<file path="src/rtl/fixed_pkg.sv">
// Shared fixed-point types, constants and zone helpers for the RSI scaling stage.
package fixed_pkg;

  typedef logic [15:0] uq8_8_t;

  localparam uq8_8_t      RSI_FULL_SCALE = 16'd25600;   // 100.0 in uq8_8
  localparam logic [22:0] RSI_NUM        = 23'd6553600; // 100 * 2^16
  localparam logic [4:0]  DIV_LAST_BIT   = 5'd22;       // numerator MSB index

  typedef enum logic [1:0] {
    ZONE_NEUTRAL    = 2'b00,
    ZONE_OVERSOLD   = 2'b01,
    ZONE_OVERBOUGHT = 2'b10
  } rsi_zone_t;

  typedef enum logic [1:0] {
    ST_IDLE = 2'b00,
    ST_DIV  = 2'b01,
    ST_OUT  = 2'b10
  } rsi_state_t;

  // 1 + RS in Q9.8
  function automatic logic [16:0] rs_to_den(input uq8_8_t rs);
    return 17'(rs) + 17'd256;
  endfunction

  function automatic rsi_zone_t classify(input uq8_8_t rsi, input uq8_8_t ob, input uq8_8_t os);
    if (rsi >= ob)      return ZONE_OVERBOUGHT;
    else if (rsi <= os) return ZONE_OVERSOLD;
    else                return ZONE_NEUTRAL;
  endfunction

endpackage

</file>
<file path="src/rtl/rsi_div_restoring.sv">
// Sequential restoring divider: RSI_NUM / i_den, one quotient bit per cycle, MSB first.
module rsi_div_restoring
  import fixed_pkg::*;
(
  input  logic        i_clk,
  input  logic        i_rst,
  input  logic        i_start,
  input  logic [16:0] i_den,
  output logic [14:0] o_quot,
  output logic        o_last
);

  logic [16:0] den_q;
  logic [16:0] rem_q;
  logic [14:0] quot_q;
  logic [4:0]  cnt_q;
  logic        busy_q;

  logic [17:0] rem_sh;
  logic        ge;
  logic [16:0] rem_nx;

  // One trial subtraction on the remainder with the next numerator bit shifted in
  always_comb begin
    rem_sh = {rem_q, RSI_NUM[cnt_q]};
    ge     = (rem_sh >= {1'b0, den_q});
    rem_nx = ge ? 17'(rem_sh - {1'b0, den_q}) : rem_sh[16:0];
  end

  // Quotient fits in 15 bits, so bits shifted past the top are always zero
  always_ff @(posedge i_clk) begin
    if (i_rst) begin
      den_q  <= '0;
      rem_q  <= '0;
      quot_q <= '0;
      cnt_q  <= '0;
      busy_q <= 1'b0;
    end else if (i_start) begin
      den_q  <= i_den;
      rem_q  <= '0;
      quot_q <= '0;
      cnt_q  <= DIV_LAST_BIT;
      busy_q <= 1'b1;
    end else if (busy_q) begin
      rem_q  <= rem_nx;
      quot_q <= {quot_q[13:0], ge};
      if (cnt_q == 5'd0) busy_q <= 1'b0;
      else               cnt_q  <= cnt_q - 5'd1;
    end
  end

  assign o_quot = quot_q;
  assign o_last = busy_q && (cnt_q == 5'd0);

endmodule

</file>
<file path="src/rtl/rsi_scale_zone.sv">
// RSI = 100 - 100/(1+RS) with zone classification, crossing events and a one-deep pending slot.
module rsi_scale_zone
  import fixed_pkg::*;
#(
  parameter uq8_8_t OB_LEVEL = 16'd17920,
  parameter uq8_8_t OS_LEVEL = 16'd7680
) (
  input  logic        i_clk,
  input  logic        i_rst,
  input  logic [15:0] i_rs,
  input  logic        i_rs_valid,
  output logic [15:0] o_rsi,
  output logic        o_rsi_valid,
  output logic [1:0]  o_zone,
  output logic        o_buy,
  output logic        o_sell,
  output logic        o_busy,
  output logic        o_overrun
);

  if (OS_LEVEL >= OB_LEVEL) begin : g_bad_levels
    $error("rsi_scale_zone: OS_LEVEL must be below OB_LEVEL");
  end

  rsi_state_t  state_q, state_nx;
  uq8_8_t      pend_q;
  logic        pend_full_q;
  rsi_zone_t   zone_q, zone_nx;

  logic        div_start;
  logic [16:0] div_den;
  logic [14:0] div_quot;
  logic        div_last;
  logic        pend_load, pend_clear, ovr_set;
  uq8_8_t      rsi_nx;

  rsi_div_restoring u_div (
    .i_clk   (i_clk),
    .i_rst   (i_rst),
    .i_start (div_start),
    .i_den   (div_den),
    .o_quot  (div_quot),
    .o_last  (div_last)
  );

  // State register
  always_ff @(posedge i_clk) begin
    if (i_rst) state_q <= ST_IDLE;
    else       state_q <= state_nx;
  end

  // Next state, divider launch and pending-slot control
  always_comb begin
    state_nx   = state_q;
    div_start  = 1'b0;
    div_den    = '0;
    pend_load  = 1'b0;
    pend_clear = 1'b0;
    ovr_set    = 1'b0;
    case (state_q)
      ST_IDLE: begin
        if (i_rs_valid) begin
          div_start = 1'b1;
          div_den   = rs_to_den(i_rs);
          state_nx  = ST_DIV;
        end
      end
      ST_DIV: begin
        if (i_rs_valid) begin
          pend_load = 1'b1;
          ovr_set   = pend_full_q;
        end
        if (div_last) state_nx = ST_OUT;
      end
      ST_OUT: begin
        // Pending sample is consumed this edge, so a new arrival refills it without overrun
        if (pend_full_q) begin
          div_start = 1'b1;
          div_den   = rs_to_den(pend_q);
          state_nx  = ST_DIV;
          if (i_rs_valid) pend_load  = 1'b1;
          else            pend_clear = 1'b1;
        end else if (i_rs_valid) begin
          div_start = 1'b1;
          div_den   = rs_to_den(i_rs);
          state_nx  = ST_DIV;
        end else begin
          state_nx  = ST_IDLE;
        end
      end
      default: state_nx = ST_IDLE;
    endcase
  end

  // Result value and its zone
  always_comb begin
    rsi_nx  = RSI_FULL_SCALE - {1'b0, div_quot};
    zone_nx = classify(rsi_nx, OB_LEVEL, OS_LEVEL);
  end

  // One-deep pending slot
  always_ff @(posedge i_clk) begin
    if (i_rst) begin
      pend_q      <= '0;
      pend_full_q <= 1'b0;
    end else if (pend_load) begin
      pend_q      <= i_rs;
      pend_full_q <= 1'b1;
    end else if (pend_clear) begin
      pend_full_q <= 1'b0;
    end
  end

  // Sticky overrun flag
  always_ff @(posedge i_clk) begin
    if (i_rst)        o_overrun <= 1'b0;
    else if (ovr_set) o_overrun <= 1'b1;
  end

  // Registered result, held zone and single-cycle crossing events
  always_ff @(posedge i_clk) begin
    if (i_rst) begin
      o_rsi       <= '0;
      o_rsi_valid <= 1'b0;
      zone_q      <= ZONE_NEUTRAL;
      o_buy       <= 1'b0;
      o_sell      <= 1'b0;
    end else begin
      o_rsi_valid <= 1'b0;
      o_buy       <= 1'b0;
      o_sell      <= 1'b0;
      if (state_q == ST_OUT) begin
        o_rsi       <= rsi_nx;
        o_rsi_valid <= 1'b1;
        zone_q      <= zone_nx;
        o_buy       <= (zone_q == ZONE_OVERSOLD)   && (zone_nx != ZONE_OVERSOLD);
        o_sell      <= (zone_q == ZONE_OVERBOUGHT) && (zone_nx != ZONE_OVERBOUGHT);
      end
    end
  end

  assign o_zone = zone_q;
  assign o_busy = (state_q != ST_IDLE) || pend_full_q;

endmodule

</file>
<file path="config.mk">
export PLATFORM = sky130hd
export DESIGN_NAME = rsi_scale_zone
export DESIGN_NICKNAME = d
export VERILOG_FILES = /design/src/rtl/fixed_pkg.sv /design/src/rtl/rsi_div_restoring.sv /design/src/rtl/rsi_scale_zone.sv
export SDC_FILE = /design/constraint.sdc
export NUM_CORES = 1
export LEC_CHECK = 0
export ABC_CLOCK_PERIOD_IN_PS = 3300
export CORE_ASPECT_RATIO = 0.75
export CORE_MARGIN = 2
export CORE_UTILIZATION = 55
export CTS_CLUSTER_DIAMETER = 40
export DETAILED_ROUTE_END_ITERATION = 6
export GPL_TIMING_DRIVEN = 1
export PLACE_DENSITY = 0.88
export SYNTH_ARGS = -nofsm -noshare
export SYNTH_HDL_FRONTEND = slang
export SYNTH_SLANG_ARGS = --single-unit
</file>
<file path="constraint.sdc">
create_clock -name i_clk -period 3.3 [get_ports i_clk]
set_input_delay 0.495 -clock i_clk [delete_from_list [all_inputs] [get_ports i_clk]]
set_output_delay 0.495 -clock i_clk [all_outputs]
set_load 0.01 [all_outputs]
</file>
Yosys cells after proc, flatten, opt, wreduce, memory -nomap -nowiden
Memory sizes are Yosys's and may differ from the RTL's.
Index checks and enable logic that the tools add are counted.
{ "totals": {"reg_bits": 96, "latch_bits": 0, "mem_bits_rw": 0, "romBits": 32, "input_bits": 19, "out_inout_bits": 23, "word_cells": 81, "n_memories": 1} }
{ "memory_table": {"columns": ["name", "words", "width", "read_ports", "rd_clocked_by_memory_dff", "write_ports", "line_no", "source"], "rows": [
  ["(no name shown)", 32, 1, 1, 0, 0, "rsi_div_restoring.sv:25", "rem_sh = {rem_q, RSI_NUM[cnt_q]};"]
]} }
{ "op_classes": {"n_addsub": 5, "multipliers": 0, "div": 0, "magnitude_cmp": 4, "n_eq_ne": 9, "shift": 0, "muxes": 31, "bitwise_logic": 2, "reduce_logical": 14} }
{ "ops": {"columns": ["cell", "count"], "rows": [
  ["$mux W17", 3],
  ["$add A16 B9 Y17 const B", 2],
  ["$pmux W17 S2", 1],
  ["$ge A18 B17 Y1", 1],
  ["$mux W1", 18],
  ["$sub A17 B17 Y17", 1],
  ["$ge A16 B15 Y1 const B", 1],
  ["$le A16 B13 Y1 const B", 1],
  ["$sub A15 B15 Y16 const A", 1],
  ["$mux W5", 3],
  ["$ne A2 B2 Y1 const B", 4],
  ["$lt A5 B6 Y1 const B", 1],
  ["$mux W2", 3],
  ["$pmux W2 S3", 1],
  ["$reduce_and A2 Y1", 3],
  ["$reduce_bool A2 Y1", 3],
  ["$logic_not A5 Y1", 1],
  ["$sub A5 B1 Y5 const B", 1],
  ["$eq A2 B1 Y1 const B", 2],
  ["$eq A2 B2 Y1 const B", 2],
  ["$pmux W1 S2", 2],
  ["$reduce_or A2 Y1", 2],
  ["$logic_and A1 B1 Y1", 3],
  ["$logic_not A2 Y1", 1],
  ["3 further kinds", 4]
]} }

Longest topological paths before layout
{ "depth": {"depth_word": 6, "mapped_depth": 14, "mapped_depth_nobuf": 13} }

By module
Synthesis repeated with hierarchy kept, for this count alone.
{ "hier_totals": {"hier_cells": 726, "area_unflattened_um2": 5945.7} }
{ "by_module_without_submodules": {"columns": ["module", "instances", "cells_each", "area_each_um2", "seq_area_each_um2"], "rows": [
  ["rsi_div_restoring", 1, 401, 3420.8, 1101.1],
  ["rsi_scale_zone", 1, 325, 2524.9, 820.8]
]} }

Worst setup path before layout
No wires, ideal clock.
{ "synth_path": {"kind": "reg-to-reg", "startpoint": "reg u_div.cnt_q[1]", "endpoint": "reg u_div.rem_q[11]", "setup_time_ps": 74, "arrival_ps": 2678, "required_time_ps": 3226, "path_slack_ps": 548, "stages_incl_launch_ff": 14, "path_buffers": 0, "period_less_slack_ps": 2752, "cell_sequence": "dfxtp_1 -> inv_1 -> o21ai_0 -> nand2_1 -> ha_1 -> inv_1 -> fa_1 -> a211oi_1 -> o21a_1 -> or4b_4 -> a31oi_4 -> nor2_2 -> or3_1 -> a31oi_1"} }
{ "synth_via": {"elab_chain_len": 4, "elab_cells_between_ends": 5, "classes_between": "add/sub (1); order compare (1); mux (2); memory (1)"} }
{ "synth_rtl": {"columns": ["item", "line_no", "source"], "rows": [
  ["from (decl)", "rsi_div_restoring.sv:16", "logic [4:0] cnt_q;"],
  ["from (signal assigned)", "rsi_div_restoring.sv:48", "else cnt_q <= cnt_q - 5'd1;"],
  ["$mem_v2 Z32 W1 *", null, null],
  ["$mux W1 (not written as such) *", "rsi_div_restoring.sv:25", null],
  ["$sub A17 B17 Y17 / $ge A18 B17 Y1 (equally long branches)", "rsi_div_restoring.sv:27, rsi_div_restoring.sv:26", null],
  ["$mux W17 *", "rsi_div_restoring.sv:27", "rem_nx = ge ? 17'(rem_sh - {1'b0, den_q}) : rem_sh[16:0];"],
  ["to (signal assigned)", "rsi_div_restoring.sv:45", "rem_q <= rem_nx;"],
  ["to (decl)", "rsi_div_restoring.sv:14", "logic [16:0] rem_q;"]
]} }
Mark *: on every way between the ends. The rest lies on a longest branch, timed or not. The select of a mux whose other input is x is not followed.
A chain may end at the register's enable or synchronous reset.

Final worst setup path
Ends and elaborated chain as after synthesis.

==> out/metrics.yaml <==
min-delay-start: "i_rst"
synth_fa_ha_area_share_pct: 6.18
crit_path_end_kind: "flip-flop"
diodes: 0
critPathRequiredTime_ns: 3.57
multi_input_area_mm2: 0.00333
synth_cell_types: 74
syn_area_mm2: 0.00559
die_w_um: 120
synth-compound-area-share_pct: 22.0
synth_ff_type: "dfxtp_1"
final_util_pct: 64.6
dp_hpwl_mm: 10.2
vias: 5083
firstDrtPassIters: 6
hold_slack_ns: 0.403
path_buf_inv: 2
numClockSinks: 96
coreArea_mm2: 0.00977
worstPathCellList: "inv_1 > o21ai_0 > nand2_1 > ha_1 > inv_1 > fa_1 > a211oi_1 > o21a_1 > or4b_4 > a31oi_4 > nor2_2 > or3_1 > a31oi_1"
powerDensity_mw_per_mm2: 612
switching_power_mw: 1.42
avgViaCountPerCell: 6.04
rr_startpoint: "u_div.cnt_q[1]"
finalPower_mw: 3.86
rows: 31
grt_max_degree: 57
insertion_delay_ns: 0.34
path_delay_family: "simple AND/OR/NAND/NOR gates"
p_int_mw: 2.44
seq_area_mm2: 0.00192
drive_gt1_share_pct: 5.92
fillers: 798
nets: 751
final.min_clock_period_ns: 3.08
seq_area_frac_synth_pct: 34.4
rsz0062_at_grt: "no"
overflow: 0
path_max_fanout: 9
clk_pin_slew_ns: 0.07
dieArea_mm2: 0.0110
wl_mm: 13.9
cts_root_buf: "clkbuf_16"
synth_cells: 693
wl_per_cell_um: 16.5
portBuffers: 41
critPathLaunch: "u_div.cnt_q[1]"
antenna_found_initial: 0
worst-setup-path-type: "flip-flop to flip-flop"
relSlewSlack_pct: 20.0
skew_ns: 0.00827
cap_violations: 0
synth_edf_count: 0
period_share_pct: 93.5
swShare_pct: 36.7
synth.area.mux_share_pct: 5.60
hold_class: "primary input to flip-flop"
cp_data_arrival_time_ns: 3.35
first_global_vias: 4841
pwr-share-comb_pct: 37.2
status: "finished, final reports clean"
synth-async-reset-ratio_pct: 0
drt_iter0_markers: 306
seqPwrFrac_pct: 34.5
clkPwrFrac_pct: 28.3
die_height_um: 91.3
synth_xor_area_share_pct: 5.80
syn2layout_area_growth_pct: 13.0
layout_commonest_cell: "dfxtp_1"
cp_common_cell: "inv_1"
ys_ff_latch: 96
ant_nets: 0
cpPeakStageDelay_ns: 0.53
cts_tree: "done"
syn_avg_cell_area_um2: 8.06
setup_violations: 0
total_leakage_power_nw: 2.39
final_cell_mix: "dfxtp_1 (95), nor2_1 (82), nand2_1 (71)"
cts_resized: 0
htree_levels: 3
irDropWorstVdd_v: 0.000314
cts_buffer_depth: 2
slew_viol_final: 0
cts_hold_buf: 0
ios: 42
remaining_drc_errors: 0
max_freq_ghz: 0.324
slowest_stage: "or4b_4"
setup-tns-final_ns: 0
initial_core_util_pct: 57.2
grt.total_usage_pct: 25.8
yosys.area_share.simple_pct: 20.0
worstMarginPinSlew_ns: 1.20
synth_top_family_by_area: "compound AO/OA/AOI/OAI gates"
cts_made_buffers: 9
grt_pass1_wl_mm: 23.1
postCtsSetupRepairBufs: 0
hold_violations: 0
gp_congestion: 0.951
yosysWarnings: 0
synth.net_count: 739
cp-start-kind: "flip-flop"
==> logic make-up (layout without fill, tap and decap cells) <==
logic type / Yosys count / after routing
simple gates: 237 / 237
compound gates: 184 / 184
flops: 96 / 96
buf+inv: 81 / 98
xor+xnor: 37 / 37
mux: 31 / 31
fa+ha+maj: 27 / 27
==> power by group through the flow <==
| stage | combinational, mW | sequential, mW | clock (mW) |
|---|---|---|---|
| after global placement | 1.34 | 1.35 | 0 |
| after floorplan | 1.10 | 1.30 | 0 |
| after CTS | 1.41 | 1.33 | 1.10 |
| after global routing | 1.56 | 1.34 | 1.15 |
| after detailed placement | 1.39 | 1.35 | 0 |
| final | 1.44 | 1.33 | 1.09 |
==> cells in the mapped netlist (8+ instances only) <==
cell / count / area share, %
a21oi_1: 64 / 5.7
a222oi_1: 10 / 1.8
a31oi_1: 12 / 1.3
buf_2: 8 / 0.72
clkbuf_1: 30 / 2.0
dfxtp_1: 96 / 34
ha_1: 26 / 5.8
inv_1: 34 / 2.3
mux2i_1: 29 / 5.2
nand2_1: 71 / 4.8
nand2b_1: 8 / 0.90
nand3_1: 22 / 2.0
nor2_1: 82 / 5.5
nor3_1: 10 / 0.90
o21a_1: 9 / 1.2
o21ai_0: 38 / 3.4
xnor2_1: 18 / 2.8
xor2_1: 19 / 3.0
==> sequential cells by signal (all words and copies together), names as in the netlist <==
| name | flops |
|---|---|
| state_q | 2 |
| u_div.busy_q | 1 |
| pend_full_q | 1 |
| u_div.o_quot | 15 |
| o_rsi | 16 |
| o_buy | 1 |
| o_sell | 1 |
| o_rsi_valid | 1 |
| pend_q | 16 |
| o_overrun | 1 |
| u_div.den_q | 17 |
| o_zone | 2 |
| u_div.rem_q | 17 |
| u_div.cnt_q | 5 |
==> path summary, 6_finish.rpt <==
check                           slack [ns]  cells past startpoint               to
worst max-delay path                  0.22                     13  u_div.rem_q[11]
worst min-delay path                  0.40                      2     u_div.busy_q
worst max register to register        0.22                     13  u_div.rem_q[11]
worst min register to register        0.46                      2        pend_q[7]
==> worst reg2reg max path, delay by kind of cell (launching register included) <==
family	cells	cell delay, ns
and+or+nand+nor	4	1.13
AOI/OAI and AO/OA	5	0.93
adders and majority gates	2	0.44
DFF	1	0.35
buffers and inverters	2	0.15
==> cell type report <==
| class | instances | share of cell area (%) |
|---|---|---|
| Clock buffer | 10 | 3.79 |
| Clock inverter | 6 | 1.17 |
| Inverter | 35 | 2.08 |
| Multi-Input combinational cell | 516 | 52.7 |
| Sequential cell | 96 | 30.5 |
| Tap cell | 132 | 2.62 |
| Timing Repair Buffer | 47 | 7.14 |
==> per-stage QoR <==
| step | area, um^2 | cells | worst slack [ns] |
|---|---|---|---|
| 5_1_grt | 6310 | 842 | 0.0902 |
| 6_report | 6310 | 842 | 0.216 |
| 2_1_floorplan | 5590 | 693 | 0.548 |
| 3_3_place_gp | 6000 | 826 | 0.380 |
| 3_5_place_dp | 6000 | 826 | 0.313 |
| 4_1_cts | 6310 | 842 | 0.235 |
==> routing by layer <==
layer  routed length, um  track usage [%]  vias to the layer above
met4                 241             7.56                        0
met5                   0                0                        -
li1                    -                -                     2492
met2                6410             42.0                      195
met3                 979             5.21                       28
met1                6260             34.6                     2368
No activity file was read; power rests on OpenSTA's default activity.
==> variant 1: new RTL, same flow settings <==
Register the inputs `i_rs` and `i_rs_valid` before use. The logic sees them one clock later.
--- a/src/rtl/rsi_scale_zone.sv
+++ b/src/rtl/rsi_scale_zone.sv
@@ -18,4 +18,12 @@
   output logic        o_overrun
 );
+
+  logic [15:0] i_rs_q;
+  logic i_rs_valid_q;
+
+  always_ff @(posedge i_clk) begin
+    i_rs_q       <= i_rs;
+    i_rs_valid_q <= i_rs_valid;
+  end
 
   if (OS_LEVEL >= OB_LEVEL) begin : g_bad_levels
@@ -60,12 +68,12 @@
     case (state_q)
       ST_IDLE: begin
-        if (i_rs_valid) begin
+        if (i_rs_valid_q) begin
           div_start = 1'b1;
-          div_den   = rs_to_den(i_rs);
+          div_den   = rs_to_den(i_rs_q);
           state_nx  = ST_DIV;
         end
       end
       ST_DIV: begin
-        if (i_rs_valid) begin
+        if (i_rs_valid_q) begin
           pend_load = 1'b1;
           ovr_set   = pend_full_q;
@@ -79,9 +87,9 @@
           div_den   = rs_to_den(pend_q);
           state_nx  = ST_DIV;
-          if (i_rs_valid) pend_load  = 1'b1;
+          if (i_rs_valid_q) pend_load  = 1'b1;
           else            pend_clear = 1'b1;
-        end else if (i_rs_valid) begin
+        end else if (i_rs_valid_q) begin
           div_start = 1'b1;
-          div_den   = rs_to_den(i_rs);
+          div_den   = rs_to_den(i_rs_q);
           state_nx  = ST_DIV;
         end else begin
@@ -105,5 +113,5 @@
       pend_full_q <= 1'b0;
     end else if (pend_load) begin
-      pend_q      <= i_rs;
+      pend_q      <= i_rs_q;
       pend_full_q <= 1'b1;
     end else if (pend_clear) begin
Formal check against the unedited RTL: not equivalent (a bounded check fails within 4 cycles, from zero or initial values and one cycle with i_rst high).
==> variant 1 against the original RTL <==
  * Area after synthesis is 4.7% higher
  * Total power is 24% higher
  * Sequential cell count is 17 higher
  * Routed wire length up 5.4%
  * Cell area grew 9.0%
  * Cell count grew 3.2%
  * Critical path type unchanged
  * Largest power group is now clock
  * Setup slack improved by 0.12 ns
==> variant 1: results (changes against the original RTL) <==
outcome: "finished clean"
crit_fanout: 14  # +5
drt_iter0_drc: 639  # +110%
cts_buffers: 17  # +8
synth.mux.area_fraction: 0.0638  # +0.00777
crit_family: "compound AO/OA/AOI/OAI gates"
power_frac_comb: 0.327  # -0.045
yosysSeqAreaShare: 0.387  # +0.0428
ys_top_cells_by_area: "dfxtp_1 39%, mux2i_1 6.0%, ha_1 5.6%"
synth_cell_types: 66  # -11%
n_fill_cell: 754  # -5.5%
synth_compound_area_frac: 0.189  # -0.0306
syn-num-nets: 738  # -0.14%
synthAdderAreaFrac: 0.0591  # -0.00276
leakage_nw: 2.63  # +10%
dp_hpwl_mm: 9.90  # -2.6%
p_int_mw: 3.09  # +27%
grt_use_total: 0.271  # +0.0128
grt_pass1_wl_mm: 24.6  # +6.3%
power_sequential_mw: 1.55  # +17%
htree_levels: 4  # +1
slew_headroom: 0.556  # +0.357
vdd_ir_drop_max_mv: 0.558  # +78%
avgViaCountPerCell: 6.16  # +2.1%
grt_pass1_vias: 5082  # +5.0%
yosys.area_share.xor_xnor: 0.0554  # -0.00259
slowest_stage: "fa_1"
wl_mm: 14.6  # +5.4%
gp_congestion: 0.999  # +5.0%
nets: 767  # +2.1%
critPathArrivalTime_ns: 3.24  # -0.11 ns
==> variant 1: cell types whose count changed after synthesis, sizes merged, moves of 5 or more <==
| cell | unedited run | this run |
|---|---|---|
| a21oi | 65 | 57 |
| a221oi | 5 | 0 |
| a22oi | 1 | 7 |
| a31oi | 13 | 6 |
| buf | 16 | 10 |
| dfxtp | 96 | 113 |
| mux2i | 29 | 35 |
| nor3 | 11 | 5 |
==> variant 1: routing by layer <==
layer	track usage	part of all wire
met5	0	0
met4	0.0748	0.014
met3	0.0805	0.088
met2	0.426	0.47
met1	0.361	0.43
==> variant 1: final timing paths <==
path	startpoint	end	slack, ns	depth (start not counted)
max	u_div.cnt_q[1]	u_div.rem_q[1]	0.33	13
min	i_rst	o_rsi[0]	0.37	2
max reg2reg	u_div.cnt_q[1]	u_div.rem_q[1]	0.33	13
min reg2reg	i_rs_q[5]	pend_q[5]	0.45	2
==> variant 1: cells by family after synthesis <==
logic type                 count (synthesis)
AOI/OAI and AO/OA                        168
xor gates and xnor gates                  37
adders and majority gates                 27
buffers and inverters                     77
DFF                                      113
muxes                                     37
and+or+nand+nor                          233
==> variant 1: through the flow <==
stage	utilization	cells	power (mW)	hold slack [ns]	setup slack (ns)
after floorplan	-	692	2.70	0.431	0.665
after global placement	0.612	838	2.97	0.440	0.450
after detailed placement	0.612	838	3.03	0.447	0.336
after CTS	0.665	869	4.70	0.347	0.299
after global routing	0.666	869	5.01	0.377	0.0821
final	0.666	869	4.77	0.368	0.334
==> variant 1: layout make-up <==
cell class	count	area, um2	area share
multi-input cells	502	3290	0.478
clock inverters	13	101	0.0147
clock buffers	18	439	0.0638
well taps	136	170	0.0247
repair buffers	52	488	0.0709
inverters	35	131	0.0191
flip-flops and latches	113	2260	0.329
==> variant 2: new RTL, same flow settings <==
Without the edit above. `DIV_LAST_BIT`: 5'd22 -> 5'd11.
--- a/src/rtl/fixed_pkg.sv
+++ b/src/rtl/fixed_pkg.sv
@@ -6,5 +6,5 @@
   localparam uq8_8_t      RSI_FULL_SCALE = 16'd25600;   // 100.0 in uq8_8
   localparam logic [22:0] RSI_NUM        = 23'd6553600; // 100 * 2^16
-  localparam logic [4:0]  DIV_LAST_BIT   = 5'd22;       // numerator MSB index
+  localparam logic [4:0]  DIV_LAST_BIT   = 5'd11;       // numerator MSB index
 
   typedef enum logic [1:0] {
Check against the original RTL: no difference found for any inputs over 10 cycles, from zero or initial values and one cycle with i_rst high; that may be too few to reach the edited logic, so the function may still have changed.
==> variant 2 against the original RTL <==
  * Critical path depth rose by 1
  * First-iteration DRC count rose by 7.8%
  * Setup slack got worse by 0.11 ns
  * Total power fell by 1.7%
  * Cell area fell by 1.7%
  * Sequential cell count did not move
  * Routed wire length fell by 5.1%
  * Area after synthesis fell by 2.1%
  * Critical path type unchanged
  * Highest routed layer unchanged
==> variant 2: results (changes against the original RTL) <==
drive_above_1_share: 0.0710  # +0.0119
critPathArrivalTime_ns: 3.45  # +0.10 ns
grt_use_total: 0.249  # -0.00929
placed_cell_area_um2: 5870  # -2.2%
endpoint: "u_div.rem_q[16]"
leakage_nw: 2.36  # -1.5%
syn_avg_cell_area_um2: 8.40  # +4.2%
ys_top_cells_by_area: "dfxtp_1 35%, mux2i_1 6.2%, ha_1 5.7%"
skew_ns: 0.00884  # +0.000567 ns
firstDrtPassIters: 5  # -1
slowest_stage: "fa_1"
synth_cell_types: 68  # -8.1%
drt_iter0_drc: 330  # +7.8%
nets: 717  # -4.5%
fin_ws_ns: 0.108  # -0.108 ns
yosysSeqAreaShare: 0.351  # +0.00740
p_int_mw: 2.49  # +1.9%
n_fill_cell: 744  # -6.8%
outcome: "finished clean"
pre_cts_slack_ns: 0.221  # -0.0918 ns
final_max_slew_viol_count: 0  # unchanged
avgViaCountPerCell: 6.01  # -0.47%
syn-num-nets: 696  # -5.8%
r2r_start: "u_div.cnt_q[1]"
hold_class: "reg2reg"
wl_per_cell_um: 16.3  # -1.1%
grt_max_degree: 34  # -40%
vdd_ir_drop_max_mv: 0.350  # +11%
dp_hpwl_mm: 8.82  # -13%
grt_pass1_vias: 4579  # -5.4%
crit_fanout: 7  # -2
ff2ff_path_depth: 14  # +1
wl_mm: 13.2  # -5.1%
slew_headroom: 0.518  # +0.318
critPathMaxStageDelay_ns: 0.40  # -0.13 ns
gp_congestion: 0.947  # -0.41%
grt_pass1_wl_mm: 21.9  # -5.1%
==> variant 2: cell count changes in the layout (fill, tap and decap cells not counted), sizes merged, moves of 6 or more <==
cell,unedited run,this run
o21a,9,3
nand2b,8,2
nand2,71,64
nor2,83,71
o21ai,39,32
xor2,19,12
a31oi,13,5
and3,3,9
xnor2,18,27
a21o,2,10
a21oi,65,56
buf,7,15
==> variant 2: timing repair <==
action	CTS	global route
endpoints found under the hold margin	0	0
endpoints found under the setup margin	0	4
buffers inserted	0	4
resized for setup	0	2
==> variant 2: power groups by stage <==
stage / Sequential (mW) / Combinational, mW / Clock (mW)
after CTS: 1.32 / 1.35 / 1.09
after global placement: 1.34 / 1.29 / 0
after floorplan: 1.31 / 1.08 / 0
after detailed placement: 1.34 / 1.32 / 0
final: 1.32 / 1.40 / 1.07
after global routing: 1.33 / 1.53 / 1.13
==> variant 2: logic make-up after synthesis <==
| family | share of synthesized area |
|---|---|
| mux | 0.0643 |
| compound gates | 0.206 |
| flops | 0.351 |
| xor+xnor | 0.0625 |
| buf+inv | 0.0679 |
| simple gates | 0.187 |
| fa+ha+maj | 0.0609 |
==> variant 2: layout make-up <==
class	instances	area, um2	area share
multi-input combinational	477	3180	0.512
sequential	96	1920	0.310
timing repair buffer	55	510	0.0823
clock buffer	10	239	0.0385
tap	132	165	0.0266
inverter	33	124	0.0200
clock inverter	5	63.8	0.0103
==> variant 2: worst min path at each step <==
stage / from / end / slack, ns / cells past startpoint
after floorplan: u_div.den_q[10] / u_div.den_q[10] / 0.43 / 2
after global placement: pend_q[3] / pend_q[3] / 0.44 / 2
after detailed placement: pend_q[3] / pend_q[3] / 0.45 / 2
after CTS: pend_q[6] / pend_q[6] / 0.46 / 2
after global routing: u_div.den_q[14] / u_div.den_q[14] / 0.49 / 2
final: pend_q[3] / pend_q[3] / 0.46 / 2
==> variant 2: layer usage <==
| layer | vias to the layer above | global-route usage | wire (um) |
|---|---|---|---|
| met4 | 0 | 0.0754 | 186 |
| met1 | 2287 | 0.326 | 5790 |
| met3 | 22 | 0.0650 | 997 |
| met2 | 200 | 0.403 | 6210 |
| li1 | 2346 | - | - |
| met5 | - | 0 | 0 |
==> variant 2: critical path, delay by kind of cell, from the launching register on <==
family	cells	cell delay, ns
fa+ha+maj	2	0.60
mux	1	0.13
simple gates	1	0.12
flops	1	0.34
compound gates	7	1.59
buf+inv	3	0.31
